### src/rtl/bts_stream_gen.sv
// Binary-to-stochastic stream generator: latches one operand, then emits LEN bits
// of (lfsr_in < operand) under a valid/ready handshake and counts delivered ones.
module bts_stream_gen #(
    parameter int WIDTH = 8,
    parameter int LEN   = 255,
    parameter int CW    = $clog2(LEN + 1)
) (
    input  logic             clk,
    input  logic             reset,
    input  logic [WIDTH-1:0] in_value,
    input  logic             in_valid,
    output logic             in_ready,
    input  logic [WIDTH-1:0] lfsr_in,
    output logic             sbit,
    output logic             sbit_valid,
    output logic             sbit_last,
    input  logic             out_ready,
    output logic [CW-1:0]    ones_count,
    output logic             done
);

    typedef enum logic [1:0] {IDLE, RUN, DRAIN} state_t;

    localparam logic [CW-1:0] LAST_IDX = CW'(LEN - 1);
    localparam logic [CW-1:0] ONES_MAX = CW'(LEN);

    state_t           state_q, state_d;
    logic [WIDTH-1:0] value_q, value_d;
    logic [CW-1:0]    cnt_q, cnt_d;
    logic [CW-1:0]    ones_q, ones_d;
    logic             sbit_q, sbit_d;
    logic             sbit_valid_q, sbit_valid_d;
    logic             sbit_last_q, sbit_last_d;
    logic             done_q, done_d;

    always_comb begin
        state_d      = state_q;
        value_d      = value_q;
        cnt_d        = cnt_q;
        ones_d       = ones_q;
        sbit_d       = sbit_q;
        sbit_valid_d = sbit_valid_q;
        sbit_last_d  = sbit_last_q;
        done_d       = 1'b0;

        // Count ones as the downstream takes them, not as they are generated.
        if (sbit_valid_q && out_ready && sbit_q && ones_q != ONES_MAX)
            ones_d = ones_q + 1'b1;

        case (state_q)
            IDLE: begin
                if (in_valid) begin
                    value_d = in_value;
                    cnt_d   = '0;
                    ones_d  = '0;
                    state_d = RUN;
                end
            end
            RUN: begin
                if (!sbit_valid_q || out_ready) begin
                    sbit_d       = (lfsr_in < value_q);
                    sbit_valid_d = 1'b1;
                    sbit_last_d  = (cnt_q == LAST_IDX);
                    cnt_d        = cnt_q + 1'b1;
                    if (cnt_q == LAST_IDX)
                        state_d = DRAIN;
                end
            end
            DRAIN: begin
                if (out_ready) begin
                    sbit_valid_d = 1'b0;
                    sbit_last_d  = 1'b0;
                    done_d       = 1'b1;
                    state_d      = IDLE;
                end
            end
            default: state_d = IDLE;
        endcase
    end

    always_ff @(posedge clk or negedge reset) begin
        if (!reset) begin
            state_q      <= IDLE;
            value_q      <= '0;
            cnt_q        <= '0;
            ones_q       <= '0;
            sbit_q       <= 1'b0;
            sbit_valid_q <= 1'b0;
            sbit_last_q  <= 1'b0;
            done_q       <= 1'b0;
        end else begin
            state_q      <= state_d;
            value_q      <= value_d;
            cnt_q        <= cnt_d;
            ones_q       <= ones_d;
            sbit_q       <= sbit_d;
            sbit_valid_q <= sbit_valid_d;
            sbit_last_q  <= sbit_last_d;
            done_q       <= done_d;
        end
    end

    assign in_ready   = (state_q == IDLE);
    assign sbit       = sbit_q;
    assign sbit_valid = sbit_valid_q;
    assign sbit_last  = sbit_last_q;
    assign ones_count = ones_q;
    assign done       = done_q;

endmodule

### config.mk
export PLATFORM = sky130hd
export DESIGN_NAME = bts_stream_gen
export DESIGN_NICKNAME = d
export VERILOG_FILES = /design/src/rtl/bts_stream_gen.sv
export SDC_FILE = /design/constraint.sdc
export NUM_CORES = 1
export LEC_CHECK = 0
export ABC_AREA = 1
export CORE_UTILIZATION = 40
export CTS_BUF_LIST = sky130_fd_sc_hd__clkbuf_8
export DETAILED_ROUTE_END_ITERATION = 8
export DONT_BUFFER_PORTS = 1
export PLACE_DENSITY = 0.6
export SYNTH_ARGS = -nofsm -noshare
export SYNTH_HDL_FRONTEND = slang
export SYNTH_SLANG_ARGS = --single-unit
### constraint.sdc
create_clock -name clk -period 1.78 [get_ports clk]
set_input_delay 0.089 -clock clk [delete_from_list [all_inputs] [get_ports clk]]
set_output_delay 0.089 -clock clk [all_outputs]
set_load 0.005 [all_outputs]
==> impl_metrics.ini <==
[run_status]
status = completed

[setup_path]
setup.worst_path.start_class = register
criticalPathCategory = reg2reg
critical_path_required_ns = 1.95
arrival_worst_endpoint_ns = 1.68
timing.critical_path.cells = nor2_1 > nand2_2 > nand2_4 > nand2_1 > nor2_1 > nor2_1
cp_common_cell = nor2_1
crit_slowest_cell = dfrtp_1
endpoint_kind = register
startpoint_of_the_worst_setup_timing_path = state_q[0]$_DFFE_PN0P_
cpPeakStageDelay_ns = 0.42
regToRegStartpoint = state_q[0]$_DFFE_PN0P_
critPathMaxFanout = 13

[cts]
cts.htree.levels = 2
clock_tree.root_cell = clkbuf_8
tritoncts_clock_tree = done
clock_buffer_count_from_cts = 5
post_cts.resized_instances = 0
post_cts_buffers = 0
max-clock-path-buffers = 2
insertion_delay_ns = 0.28
cts_hold_buf = 11
tritoncts_num_sinks = 30
worst_setup_hold_path_clk_slew_ns = 0.06

[sta]
rsz0062_at_grt = false
timing.clock.skew_ns = 0.003326
min_period_ns = 1.505
max_clock_freq_mhz = 664.4
tightest_slew_ns = 0.3913
min_period_over_period_pct = 84.55
setup_viol = 0
timing_max_transition_violations_final = 0
finalHoldViolCount = 0
timing.slew.headroom_pct = 73.71
tns_ns = 0
fin_hold_ws_ns = 0.03112

[drt]
routed_wirelength_um = 3500
drt_pass1_iterations = 4
vias_per_cell = 4.838
drcViolationCount = 0
dr_total_vias = 1403
drt_iter0_markers = 58
ant_nets = 0
routedWlPerCell_um = 12.07

[layout]
final_design_area_no_fill_um2 = 1962
fin_nets = 269
finalCoreUtilization_pct = 48.01
num-fill-cells = 424
layout-drive-gt1-share_pct = 9.167
area_growth_pct = 12.89
antennaDiodeCount = 0

[synthesis]
synth_async_sr_flop_share_pct = 100.0
synth.top_cells.by_area = dfrtp_1, nand2_1, ha_1, nor2_1, inv_1
yosysWarnings = 0
synth-seq-area-share_pct = 43.20
synth_nets = 255
postSynthRegisterBits = 30
netlist.top_cell.by_area = dfrtp_1
synthesis.area_per_instance_um2 = 7.724
yosys.area.top_type_share_pct = 43.20
synth-edff-count = 0
yosys_most_used_dff = dfrtp_1
post_synth_instance_area_um2 = 1738
synth_common_cells = nand2_1, dfrtp_1, nor2_1
synth_most_common_cell = nand2_1
yosysUniqueCellTypes = 22
syn-instance-count = 225

[place]
place_hpwl_um = 2427
post_dp_cell_area_um2 = 1750
port_buffers = 0
routabilityCongestion = 0.8040

[run]
drv.max_cap_violation_count = 0

[floorplanning]
die-area_um2 = 4612
die_w_um = 67.92
io_pins = 33
dieHeight_um = 67.92
rows = 23
area_of_the_core_um2 = 4086
floorplan.initialDensity_pct = 42.53

[power]
vdd_ir_drop_max_uv = 725.2
pwr_density_cell_nw_per_um2 = 1222
p_leak_nw = 1.003

[global_route]
initial_antenna_violation_count = 0
global_route_wire_length_before_repair_um = 5754
first_global_vias = 1352
grt_start_max_net_pins = 31
gr-total-overflow = 0
groute.usage.overall_pct = 17.27

[min_path]
hp_start = out_ready
timing.hold.worst.class = in2reg
[power breakdown]
group	leakage [nW]	switching (mW)	internal, mW
combinational	0.569	0.462	0.295
sequential	0.381	0.185	0.904
clock	0.0524	0.248	0.305
[per-stage QoR]
step / setup slack, ns / std cells / total power [mW]
6_report: 0.2750 / 290 / 2.398
3_5_place_dp: 0.2654 / 271 / 1.824
5_1_grt: 0.1474 / 290 / 2.627
2_1_floorplan: 0.5063 / 225 / 1.685
4_1_cts: 0.2638 / 290 / 2.422
3_3_place_gp: 0.3230 / 271 / 1.808
[worst max-delay path: cells and delay by family (launching register included)]
kind	cells	cell delay, ns
AND/OR/NAND/NOR	6	0.97
flip-flops	1	0.42
[kinds of logic (layout without fill, tap and decap cells)]
family	count (synthesis)	in the layout	share of synthesized area, %
and+or+nand+nor	123	123	31.17
AOI/OAI and AO/OA	24	24	8.208
DFF	30	30	43.20
adders and majority gates	10	10	7.199
buffers and inverters	38	53	10.22
[metal layers]
layer	global-route usage, %	vias up	part of all wire [%]
li1	-	737	-
met3	6.167	7	5.7
met2	28.96	33	47
met1	19.25	626	45
met5	0	-	0
met4	8.594	0	1.9
[cells in the final DEF, fill, tap and decap left out, types with 3 or more instances in the layout]
cell	count
nand3b_1	3
inv_1	30
a21oi_1	4
ha_1	10
nor2_1	30
o21ai_0	16
nand3_1	10
nand4_1	8
dlygate4sd3_1	10
dfrtp_1	30
nand2_1	64
inv_2	5
clkbuf_8	6
[registers in the layout (all words and copies together) (netlist names)]
| name | count |
|---|---|
| done | 1 |
| sbit | 1 |
| ones_count | 8 |
| sbit_last | 1 |
| value_q | 8 |
| sbit_valid | 1 |
| state_q | 2 |
| cnt_q | 8 |
[final cells by class]
| type | count | area, µm² | area share, % |
|---|---|---|---|
| Inverter | 34 | 127.6 | 6.505 |
| Clock buffer | 6 | 82.58 | 4.209 |
| Clock inverter | 2 | 8.758 | 0.4464 |
| Multi-Input combinational cell | 157 | 809.5 | 41.26 |
| Sequential cell | 30 | 750.7 | 38.27 |
| Tap cell | 50 | 62.56 | 3.189 |
| Timing Repair Buffer | 11 | 120.1 | 6.122 |
[path summary, 6_finish.rpt]
path                                           end  slack (ns)  cells past startpoint
max                           cnt_q[2]$_DFFE_PN0P_        0.27                      6
min                               sbit$_DFFE_PN0P_        0.03                      3
max reg2reg                   cnt_q[2]$_DFFE_PN0P_        0.27                      6
min reg2reg                 value_q[0]$_DFFE_PN0P_        0.50                      2
max in group asynchronous     cnt_q[7]$_DFFE_PN0P_        1.36                      2
min in group asynchronous  ones_count[6]$_DFF_PN0_        0.25                      2
Note: power is estimated with default switching activity, not from simulation.
